===== config.mk =====
export PLATFORM = sky130hd
export DESIGN_NAME = epl_bch_lfsr_encoder
export DESIGN_NICKNAME = d
export VERILOG_FILES = /design/src/rtl/epl_bch_lfsr_encoder_pkg.sv /design/src/rtl/epl_bch_lfsr_step.sv /design/src/rtl/epl_bch_lfsr_encoder.sv
export SDC_FILE = /design/constraint.sdc
export NUM_CORES = 1
export LEC_CHECK = 0
export CAP_MARGIN = 15
export CELL_PAD_IN_SITES_DETAIL_PLACEMENT = 1
export CELL_PAD_IN_SITES_GLOBAL_PLACEMENT = 1
export CORE_MARGIN = 8
export CORE_UTILIZATION = 30
export DETAILED_ROUTE_END_ITERATION = 12
export PLACE_DENSITY = 0.67
export SLEW_MARGIN = 30
export SYNTH_ARGS = -nofsm -noshare
export SYNTH_HDL_FRONTEND = slang
export SYNTH_HIERARCHICAL = 1
export SYNTH_SLANG_ARGS = --single-unit

===== constraint.sdc =====
create_clock -name pCLK_i -period 1.5 [get_ports pCLK_i]
set_input_delay 0.3 -clock pCLK_i [delete_from_list [all_inputs] [get_ports pCLK_i]]
set_output_delay 0.3 -clock pCLK_i [all_outputs]
set_load 0.03 [all_outputs]

===== src/rtl/epl_bch_lfsr_encoder_pkg.sv =====
// Shared constants and state encoding for the EPL sequential BCH encoder.
// The defaults reproduce the BCH(15,5,t=3) code shortened to 4 data bits.
package epl_bch_lfsr_encoder_pkg;

  localparam int BCH_N  = 15;
  localparam int BCH_K  = 5;
  localparam int BCH_DW = 4;
  localparam logic [10:0] BCH_GPOLY = 11'b10100110111;

  typedef enum logic [1:0] {
    EPL_ENC_IDLE  = 2'd0,
    EPL_ENC_SHIFT = 2'd1,
    EPL_ENC_DONE  = 2'd2
  } enc_state_t;

endpackage


===== src/rtl/epl_bch_lfsr_step.sv =====
// One single-bit step of the BCH parity LFSR (division by GPOLY, MSB first).
module epl_bch_lfsr_step #(
  parameter int         P     = 10,
  parameter logic [P:0] GPOLY = 11'b10100110111
) (
  input  logic [P-1:0] par,
  input  logic         msg_bit,
  output logic [P-1:0] par_next
);

  logic fb_s;

  // Feedback is the incoming message bit xor the remainder MSB; fold GPOLY in when set
  always_comb begin
    fb_s = msg_bit ^ par[P-1];
    if (fb_s) begin
      par_next = {par[P-2:0], 1'b0} ^ GPOLY[P-1:0];
    end else begin
      par_next = {par[P-2:0], 1'b0};
    end
  end

endmodule


===== src/rtl/epl_bch_lfsr_encoder.sv =====
// Sequential systematic BCH encoder: BPC LFSR steps per cycle over K/BPC cycles,
// valid/ready handshake on both sides, codeword held under back-pressure.
module epl_bch_lfsr_encoder
  import epl_bch_lfsr_encoder_pkg::*;
#(
  parameter int           N     = BCH_N,
  parameter int           K     = BCH_K,
  parameter int           DW    = BCH_DW,
  parameter logic [N-K:0] GPOLY = BCH_GPOLY,
  parameter int           BPC   = 1
) (
  input  logic          pCLK_i,
  input  logic          nRST_i,
  input  logic          pWRITE_i,
  input  logic [DW-1:0] pDATA_i,
  output logic          pREADY_o,
  output logic [N-1:0]  pCODEWORD_o,
  output logic          pVALIDE_o,
  input  logic          pREADY_i,
  output logic          pBUSY_o
);

  localparam int P     = N - K;
  localparam int STEPS = K / BPC;
  localparam int CW    = $clog2(STEPS + 1);
  localparam logic [CW-1:0] CNT_LOAD = CW'(STEPS - 1);

  // Reject illegal parameter sets while elaborating
  if ((BPC < 1) || (BPC > K) || ((K % BPC) != 0) || (DW < 1) || (DW > K) ||
      (P < 2) || (GPOLY[P] != 1'b1)) begin : g_param_error
    $fatal(1, "epl_bch_lfsr_encoder: illegal parameter set");
  end

  enc_state_t      state_r;
  logic [K-1:0]    msg_r;
  logic [K-1:0]    pay_r;
  logic [P-1:0]    par_r;
  logic [CW-1:0]   cnt_r;
  logic [N-1:0]    cw_r;
  logic            valid_r;
  logic            busy_r;
  logic [K-1:0]    pay_s;
  logic            ready_s;
  logic            accept_s;
  logic [P-1:0]    par_chain_s [0:BPC];

  // Zero-extend the user word into the K-bit payload; pad bits are constant zero
  always_comb begin
    pay_s = {K{1'b0}};
    pay_s[DW-1:0] = pDATA_i;
  end

  // Ready when idle, or when the held codeword is leaving this very cycle
  always_comb begin
    if (state_r == EPL_ENC_IDLE) begin
      ready_s = 1'b1;
    end else if (state_r == EPL_ENC_DONE) begin
      ready_s = pREADY_i;
    end else begin
      ready_s = 1'b0;
    end
    accept_s = pWRITE_i & ready_s;
  end

  assign par_chain_s[0] = par_r;

  for (genvar i = 0; i < BPC; i++) begin : g_step
    epl_bch_lfsr_step #(
      .P     (P),
      .GPOLY (GPOLY)
    ) u_step (
      .par      (par_chain_s[i]),
      .msg_bit  (msg_r[K-1-i]),
      .par_next (par_chain_s[i+1])
    );
  end

  // Encoder FSM with its datapath registers and registered handshake outputs
  always_ff @(posedge pCLK_i or negedge nRST_i) begin
    if (!nRST_i) begin
      state_r <= EPL_ENC_IDLE;
      msg_r   <= {K{1'b0}};
      pay_r   <= {K{1'b0}};
      par_r   <= {P{1'b0}};
      cnt_r   <= {CW{1'b0}};
      cw_r    <= {N{1'b0}};
      valid_r <= 1'b0;
      busy_r  <= 1'b0;
    end else begin
      case (state_r)
        EPL_ENC_IDLE: begin
          if (accept_s) begin
            msg_r   <= pay_s;
            pay_r   <= pay_s;
            par_r   <= {P{1'b0}};
            cnt_r   <= CNT_LOAD;
            busy_r  <= 1'b1;
            state_r <= EPL_ENC_SHIFT;
          end else begin
            state_r <= EPL_ENC_IDLE;
          end
        end
        EPL_ENC_SHIFT: begin
          par_r <= par_chain_s[BPC];
          msg_r <= msg_r << BPC;
          if (cnt_r == {CW{1'b0}}) begin
            cw_r    <= {pay_r, par_chain_s[BPC]};
            valid_r <= 1'b1;
            busy_r  <= 1'b0;
            state_r <= EPL_ENC_DONE;
          end else begin
            cnt_r <= cnt_r - CW'(1);
          end
        end
        EPL_ENC_DONE: begin
          if (pREADY_i) begin
            valid_r <= 1'b0;
            cw_r    <= {N{1'b0}};
            if (pWRITE_i) begin
              msg_r   <= pay_s;
              pay_r   <= pay_s;
              par_r   <= {P{1'b0}};
              cnt_r   <= CNT_LOAD;
              busy_r  <= 1'b1;
              state_r <= EPL_ENC_SHIFT;
            end else begin
              state_r <= EPL_ENC_IDLE;
            end
          end else begin
            state_r <= EPL_ENC_DONE;
          end
        end
        default: begin
          state_r <= EPL_ENC_IDLE;
          cw_r    <= {N{1'b0}};
          valid_r <= 1'b0;
          busy_r  <= 1'b0;
        end
      endcase
    end
  end

  assign pREADY_o    = ready_s;
  assign pCODEWORD_o = cw_r;
  assign pVALIDE_o   = valid_r;
  assign pBUSY_o     = busy_r;

endmodule


---- Word-level counts from Yosys, hierarchy flattened ----
Index checks and enable logic that the tools add are counted.
cells by class
  bitwise operators ....................... 4
  muxes and demuxes ....................... 33
  add/sub/neg operators ................... 1
  equality and inequality tests ........... 7
  reduce and logical (&&, ||, !) cells .... 9
operator list
  kind                                                 count
  one-hot mux 15 bit (3 select lines)                  1
  2-to-1 mux 10 bit                                    3
  2-to-1 mux 15 bit                                    2
  one-hot mux 10 bit (3 select lines)                  1
  2-to-1 mux 5 bit                                     3
  one-hot mux 5 bit (3 select lines)                   1
  2-to-1 mux 3 bit                                     4
  AND reduction 4 bit                                  3
  2-to-1 mux 1 bit                                     10
  != test 2 bit, second input constant                 5
  one-hot mux 5 bit (2 select lines)                   1
  2-to-1 mux 9 bit                                     1
  one-hot mux 3 bit (3 select lines)                   1
  inverter 6 bit                                       1
  one-hot mux 1 bit (3 select lines)                   2
  one-hot mux 2 bit (3 select lines)                   1
  AND reduction 5 bit                                  1
  2-to-1 mux 2 bit                                     2
  zero test 3 bit                                      1
  AND reduction 3 bit                                  1
  nonzero test 3 bit                                   1
  subtractor 3 x 1 -> 3 bit, second input constant     1
  equality test 2 x 1 -> 1 bit, second input constant  1
  equality test 2 bit, second input constant           1
  other kinds (5)                                      5
storage, ports and cells
  bits of input ports ..................... 8
  output and inout bits ................... 18
  word-level logic and storage cells ...... 62
  register bits after elaboration ......... 42

---- Longest topological paths before layout ----
  depth in word-level cells ............... 6
  gate-level depth with buffers ........... 7
  mapped depth without buffers ............ 6

---- Cells and area by module ----
The synthesis kept the hierarchy.
by module, submodules not included
  module                cells each  area an instance (µm²)  instances  seq. area each (µm²)
  epl_bch_lfsr_encoder  146         1722.9                  1          1001.0
  epl_bch_lfsr_step     12          170.2                   1          0.0

---- Worst setup path before layout ----
Ideal clock, no wire load.
  path kind ............................... register to output
  start ................................... reg state_r[0]
  end ..................................... out pREADY_o
  cell stages (with the launch flop) ...... 4
  arrival ................................. 1254 ps
  buffers on the path ..................... 2
  required time ........................... 1200 ps
  setup slack ............................. -54 ps
  cell sequence ........................... dfrtp_1 > buf_2 > buf_2 > a21oi_1
between the ends
  longest elaborated chain between the ends .. 3
  elaborated cells on any way between the ends .. 4
  those cells by class .................... eq/ne (1); mux (2); reduce/logical (1)
ends and longest elaborated chain
  item                      line                         RTL
  start: declaration        epl_bch_lfsr_encoder.sv:34   enc_state_t state_r;
  start signal: assignment  epl_bch_lfsr_encoder.sv:81   state_r <= EPL_ENC_IDLE;
  start signal: assignment  epl_bch_lfsr_encoder.sv:98   state_r <= EPL_ENC_SHIFT;
  start signal: assignment  epl_bch_lfsr_encoder.sv:100  state_r <= EPL_ENC_IDLE;
  equality test 2 bit       epl_bch_lfsr_encoder.sv:57   end else if (state_r == EPL_ENC_DONE) begin
  2-to-1 mux 1 bit          epl_bch_lfsr_encoder.sv:57
  2-to-1 mux 1 bit (*)      epl_bch_lfsr_encoder.sv:55   if (state_r == EPL_ENC_IDLE) begin
  end: declaration          epl_bch_lfsr_encoder.sv:16   output logic pREADY_o,
Mark *: on every way between the ends. The rest lies on a longest branch, timed or not.

---- Worst setup path in the final report ----
  start ................................... reg cnt_r[0]
  end ..................................... reg cw_r[5], in the netlist pCODEWORD_o[5]
between the ends
  longest elaborated chain between the ends .. 3
ends and longest elaborated chain
  item                                  line                         RTL
  start: declaration                    epl_bch_lfsr_encoder.sv:38   logic [CW-1:0] cnt_r;
  start signal: assignment              epl_bch_lfsr_encoder.sv:85   cnt_r <= {CW{1'b0}};
  start signal: assignment              epl_bch_lfsr_encoder.sv:112  cnt_r <= cnt_r - CW'(1);
  zero test 3 bit                       epl_bch_lfsr_encoder.sv:106  if (cnt_r == {CW{1'b0}}) begin
  != test 2 bit (no source line)        n/a
  AND reduction 3 bit (no source line)  n/a
  end signal: assignment                epl_bch_lfsr_encoder.sv:107  cw_r <= {pay_r, par_chain_s[BPC]};
  end signal: assignment                epl_bch_lfsr_encoder.sv:118  cw_r <= {N{1'b0}};
  end signal: assignment                epl_bch_lfsr_encoder.sv:135  cw_r <= {N{1'b0}};
  end: declaration                      epl_bch_lfsr_encoder.sv:39   logic [N-1:0] cw_r;
No other way between the ends.
A chain may end at the register's enable or synchronous reset.

==> summary.md <==
| Metric | Value |
|---|---|
| Outcome | completed |
| Cell count after placement | 259 |
| Upper clock frequency limit | between 600 and 700 MHz |
| Number of max-cap violations | 0 |
| CTS Buffer Depth | 2 |
| Setup WS pre-CTS | -267.3 ps |
| Most numerous cell types in the synthesized netlist | sky130_fd_sc_hd__dfrtp_1 (40), sky130_fd_sc_hd__inv_1 (17), sky130_fd_sc_hd__a22o_1 (15), sky130_fd_sc_hd__o21ai_0 (11), sky130_fd_sc_hd__nand4_1 (10) |
| Clock-pin transition on the worst setup and hold timing paths | approximately 80 ps |
| Number of endpoints failing setup at the final stage | 0 |
| Slowest stage cell on the critical path | sky130_fd_sc_hd__dfrtp_1 |
| Seq/Total Area, Yosys | a little over half |
| Insertion delay to the later sink of the worst-skew pair | 300 ps |
| Register-to-register setup slack | 40 ps |
| Kind of end point of the critical path | flop |
| Overflow after GRT | 0 |
| Via count | ~1300 |
| Number of vias per cell | between 4 and 5 |
| Data required time at the worst endpoint | around 1700 ps |
| Cell chain of the critical path | inv_2 -> ha_4 -> ha_4 -> buf_6 -> buf_4 -> buf_4 -> nand4_1 -> o21ai_0 |
| Pwr dens | ~2400 nW/um2 |
| Relative slew margins | between 40 and 50% |
| Number of nets with antenna violations after detailed routing | 0 |
| Number of different library cells in the post-synthesis netlist | 30 |
| Critical-path maximum fanout | 10 |
| Worst clock skew | 4.200 ps |
| Final-report hold violation count | 0 |
| Clock buffers created by TritonCTS | 5 |
| Most crowded layer after global routing | met2 |
| Vert. Die Dim | between 90 and 100 um |
| Routed WL | 4555 um |
| Non-Filler Instances | about 280 |
| Dominant cell by count in the synthesized netlist | sky130_fd_sc_hd__dfrtp_1 |
| Final #Nets | 207 |
| Critical Path AT | ~1700 ps |
| WL per Instance | 16.56 um |
| Number of iterations in the first detailed-routing pass | 4 |
| Area overhead of the layout relative to synthesis | 31.46% |
| Leakage power figure | 1.197 nW |
| Avg Inst Size Synth | 11.98 um2 |
| Number of placement rows | 29 |
| Crit path time final | 1462 ps |
| Total nets after synthesis | between 150 and 200 |
| Share of post-route cells with drive strength above 1 | 27.78% |
| RD Place Congestion | approximately 0.75 |
| Sum of buffers and inverters on the critical path | 4 |
| Share of flip-flops with an asynchronous set or reset | 100.0% |
| Hold_ws | 490.0 ps |
| Antenna violations before repair | 0 |
| Post-route DRC violation count | 0 |
| CTS tree | done |
| Number of instances in the synthesized netlist | 158 |
| CP delay by family, top | buffers and inverters |
| Count of port buffers added during placement | 24 |
| Power Total | roughly 0.0059 W |
| Placed wire-length estimate after detailed placement | between 3000 and 4000 um |
| # IOs | 26 |
| Number of sinks driven by the clock tree | 40 |
| Fraction of the cycle the final worst path needs | between 90 and 100% |
| Crit Path Category | flop to flop |
| Met3 usage in global routing | 3.465% |
| Critical path launch point type | flop |
| Warnings from Yosys | 6 |
| HP Class | flop to flop |
| Worst setup margin | 37.74 ps |
| RSZ-0062 raised after global routing | yes |
| Top cells by area in the synthesized netlist | sky130_fd_sc_hd__dfrtp_1 (53%), sky130_fd_sc_hd__a22o_1 (6.9%), sky130_fd_sc_hd__xor3_1 (6.3%) |
| N_diodes | 0 |
| Post-synth EDFFs | 0 |
| First-pass GRT wire length | about 7600 um |
| Master cell of the clock root buffer | sky130_fd_sc_hd__clkbuf_8 |
| Peak VDD IR | roughly 800 uV |
| Number of global-route vias before repair | between 1000 and 1500 |
| Biggest area consumer among synthesized cells | sky130_fd_sc_hd__dfrtp_1 |
| Clock H-tree levels | 2 |
| Initial DRC Count | 39 |
| Transition at the pin with the smallest max-transition slack | 772.7 ps |
| Global Route met2 Usage | around 18% |
| Area of the core region | ~6200 um2 |
| Largest net degree at the start of global routing | between 40 and 50 |
| Effective utilization at floorplan | between 30% and 40% |
| Cell area after synthesis | ~1900 um2 |
| Post-synthesis sequential element count | 40 |
| Main synth FF type | sky130_fd_sc_hd__dfrtp_1 |
| Peak per-stage delay on the critical path | around 370 ps |
| Global-route total usage across every layer | a little over a tenth |
| Floorplan die width | 95.44 um |
| Synth top area share | around 53% |
| Die area | approximately 9000 um2 |
| Global-route met1 utilization | between 10% and 20% |
| Slew Limit Fails | 0 |
[registers in the layout, summed over array words and instances, names as in the netlist]
| register | flops |
|---|---|
| pCODEWORD_o | 14 |
| par_r | 10 |
| msg_r | 5 |
| pay_r | 4 |
| cnt_r | 3 |
| state_r | 2 |
| pBUSY_o | 1 |
| pVALIDE_o | 1 |
[layout by cell type, fill, tap and decap left out, types with 2 or more instances in the layout]
cell | Yosys | layout
sky130_fd_sc_hd__a21o_1 | 4 | 4
sky130_fd_sc_hd__a21oi_1 | 4 | 2
sky130_fd_sc_hd__a21oi_4 | 0 | 2
sky130_fd_sc_hd__a22o_1 | 15 | 15
sky130_fd_sc_hd__buf_4 | 7 | 20
sky130_fd_sc_hd__buf_6 | 2 | 2
sky130_fd_sc_hd__clkbuf_8 | 0 | 5
sky130_fd_sc_hd__clkdlybuf4s50_1 | 0 | 5
sky130_fd_sc_hd__dfrtp_1 | 40 | 38
sky130_fd_sc_hd__dfrtp_2 | 0 | 2
sky130_fd_sc_hd__dlygate4sd2_1 | 0 | 17
sky130_fd_sc_hd__ha_4 | 0 | 2
sky130_fd_sc_hd__inv_1 | 17 | 15
sky130_fd_sc_hd__inv_2 | 0 | 2
sky130_fd_sc_hd__mux2_2 | 6 | 6
sky130_fd_sc_hd__mux2_4 | 3 | 3
sky130_fd_sc_hd__nand2_1 | 4 | 4
sky130_fd_sc_hd__nand2b_4 | 1 | 2
sky130_fd_sc_hd__nand4_1 | 10 | 10
sky130_fd_sc_hd__nor2_1 | 3 | 2
sky130_fd_sc_hd__nor2b_1 | 4 | 4
sky130_fd_sc_hd__o21ai_0 | 11 | 6
sky130_fd_sc_hd__o21ai_1 | 1 | 6
sky130_fd_sc_hd__o2bb2ai_1 | 2 | 2
sky130_fd_sc_hd__xor3_1 | 5 | 5
[report_power, final]
| group | total, W | switching, W | internal [W] |
|---|---|---|---|
| sequential | 0.00187 | 0.000322 | 0.00155 |
| clock | 0.000900 | 0.000407 | 0.000493 |
| combinational | 0.00316 | 0.00156 | 0.00161 |
[final cells by class]
| cell class | count | area (um2) |
|---|---|---|
| inverter | 17 | 63.81 |
| multi-input combinational | 85 | 792.0 |
| sequential | 40 | 1003 |
| clock inverter | 3 | 42.54 |
| clock buffer | 5 | 68.82 |
| timing repair buffer | 48 | 421.7 |
| fill | 698 | 3752 |
| tap | 77 | 96.34 |
[logic make-up after synthesis]
group / share of synthesized area, %
xor+xnor: 6.741
compound gates: 15.60
mux: 6.477
other cells: 0.1981
fa+ha+maj: 1.322
simple gates: 7.798
flops: 52.88
buf+inv: 8.989
[stage by stage]
step / utilization (%) / TNS [ps] / cell area, um2
after floorplan: - / 0 / 1897
after global placement: 36.09 / -4003 / 2252
after detailed placement: 36.09 / -5210 / 2252
after CTS: 38.91 / 0 / 2429
after global routing: 39.88 / -94.44 / 2489
final: 39.88 / 0 / 2489
[worst register-to-register path, delay by kind of cell (launching register included)]
| family | cells | cell delay [ps] |
|---|---|---|
| compound gates | 1 | 90 |
| fa+ha+maj | 2 | 310 |
| buf+inv | 4 | 460 |
| flops | 1 | 370 |
| simple gates | 1 | 120 |
[what timing repair did]
action                                 4_1_cts  5_1_grt
cloned                                       0        0
endpoints found under the hold margin       40        0
pin swaps                                    4        2
resized for setup                           30       11
buffers inserted                             4        3
setup endpoints to repair                   43       16
hold buffers                                 1        0
[routing by layer]
metal | up-vias | part of all wire (%)
met5 | - | 0
met2 | 22 | 48
met1 | 671 | 46
met3 | 8 | 4.1
li1 | 625 | -
met4 | 0 | 1.5
[worst paths after layout]
kind | startpoint | to | depth (start not counted)
max | cnt_r[0] | pCODEWORD_o[5] | 8
min | pVALIDE_o | pVALIDE_o | 1
max reg2reg | cnt_r[0] | pCODEWORD_o[5] | 8
min reg2reg | pVALIDE_o | pVALIDE_o | 1
max in group asynchronous | nRST_i | state_r[1] | 3
min in group asynchronous | nRST_i | pCODEWORD_o[5] | 3
Power figures use the tool's default switching activity.
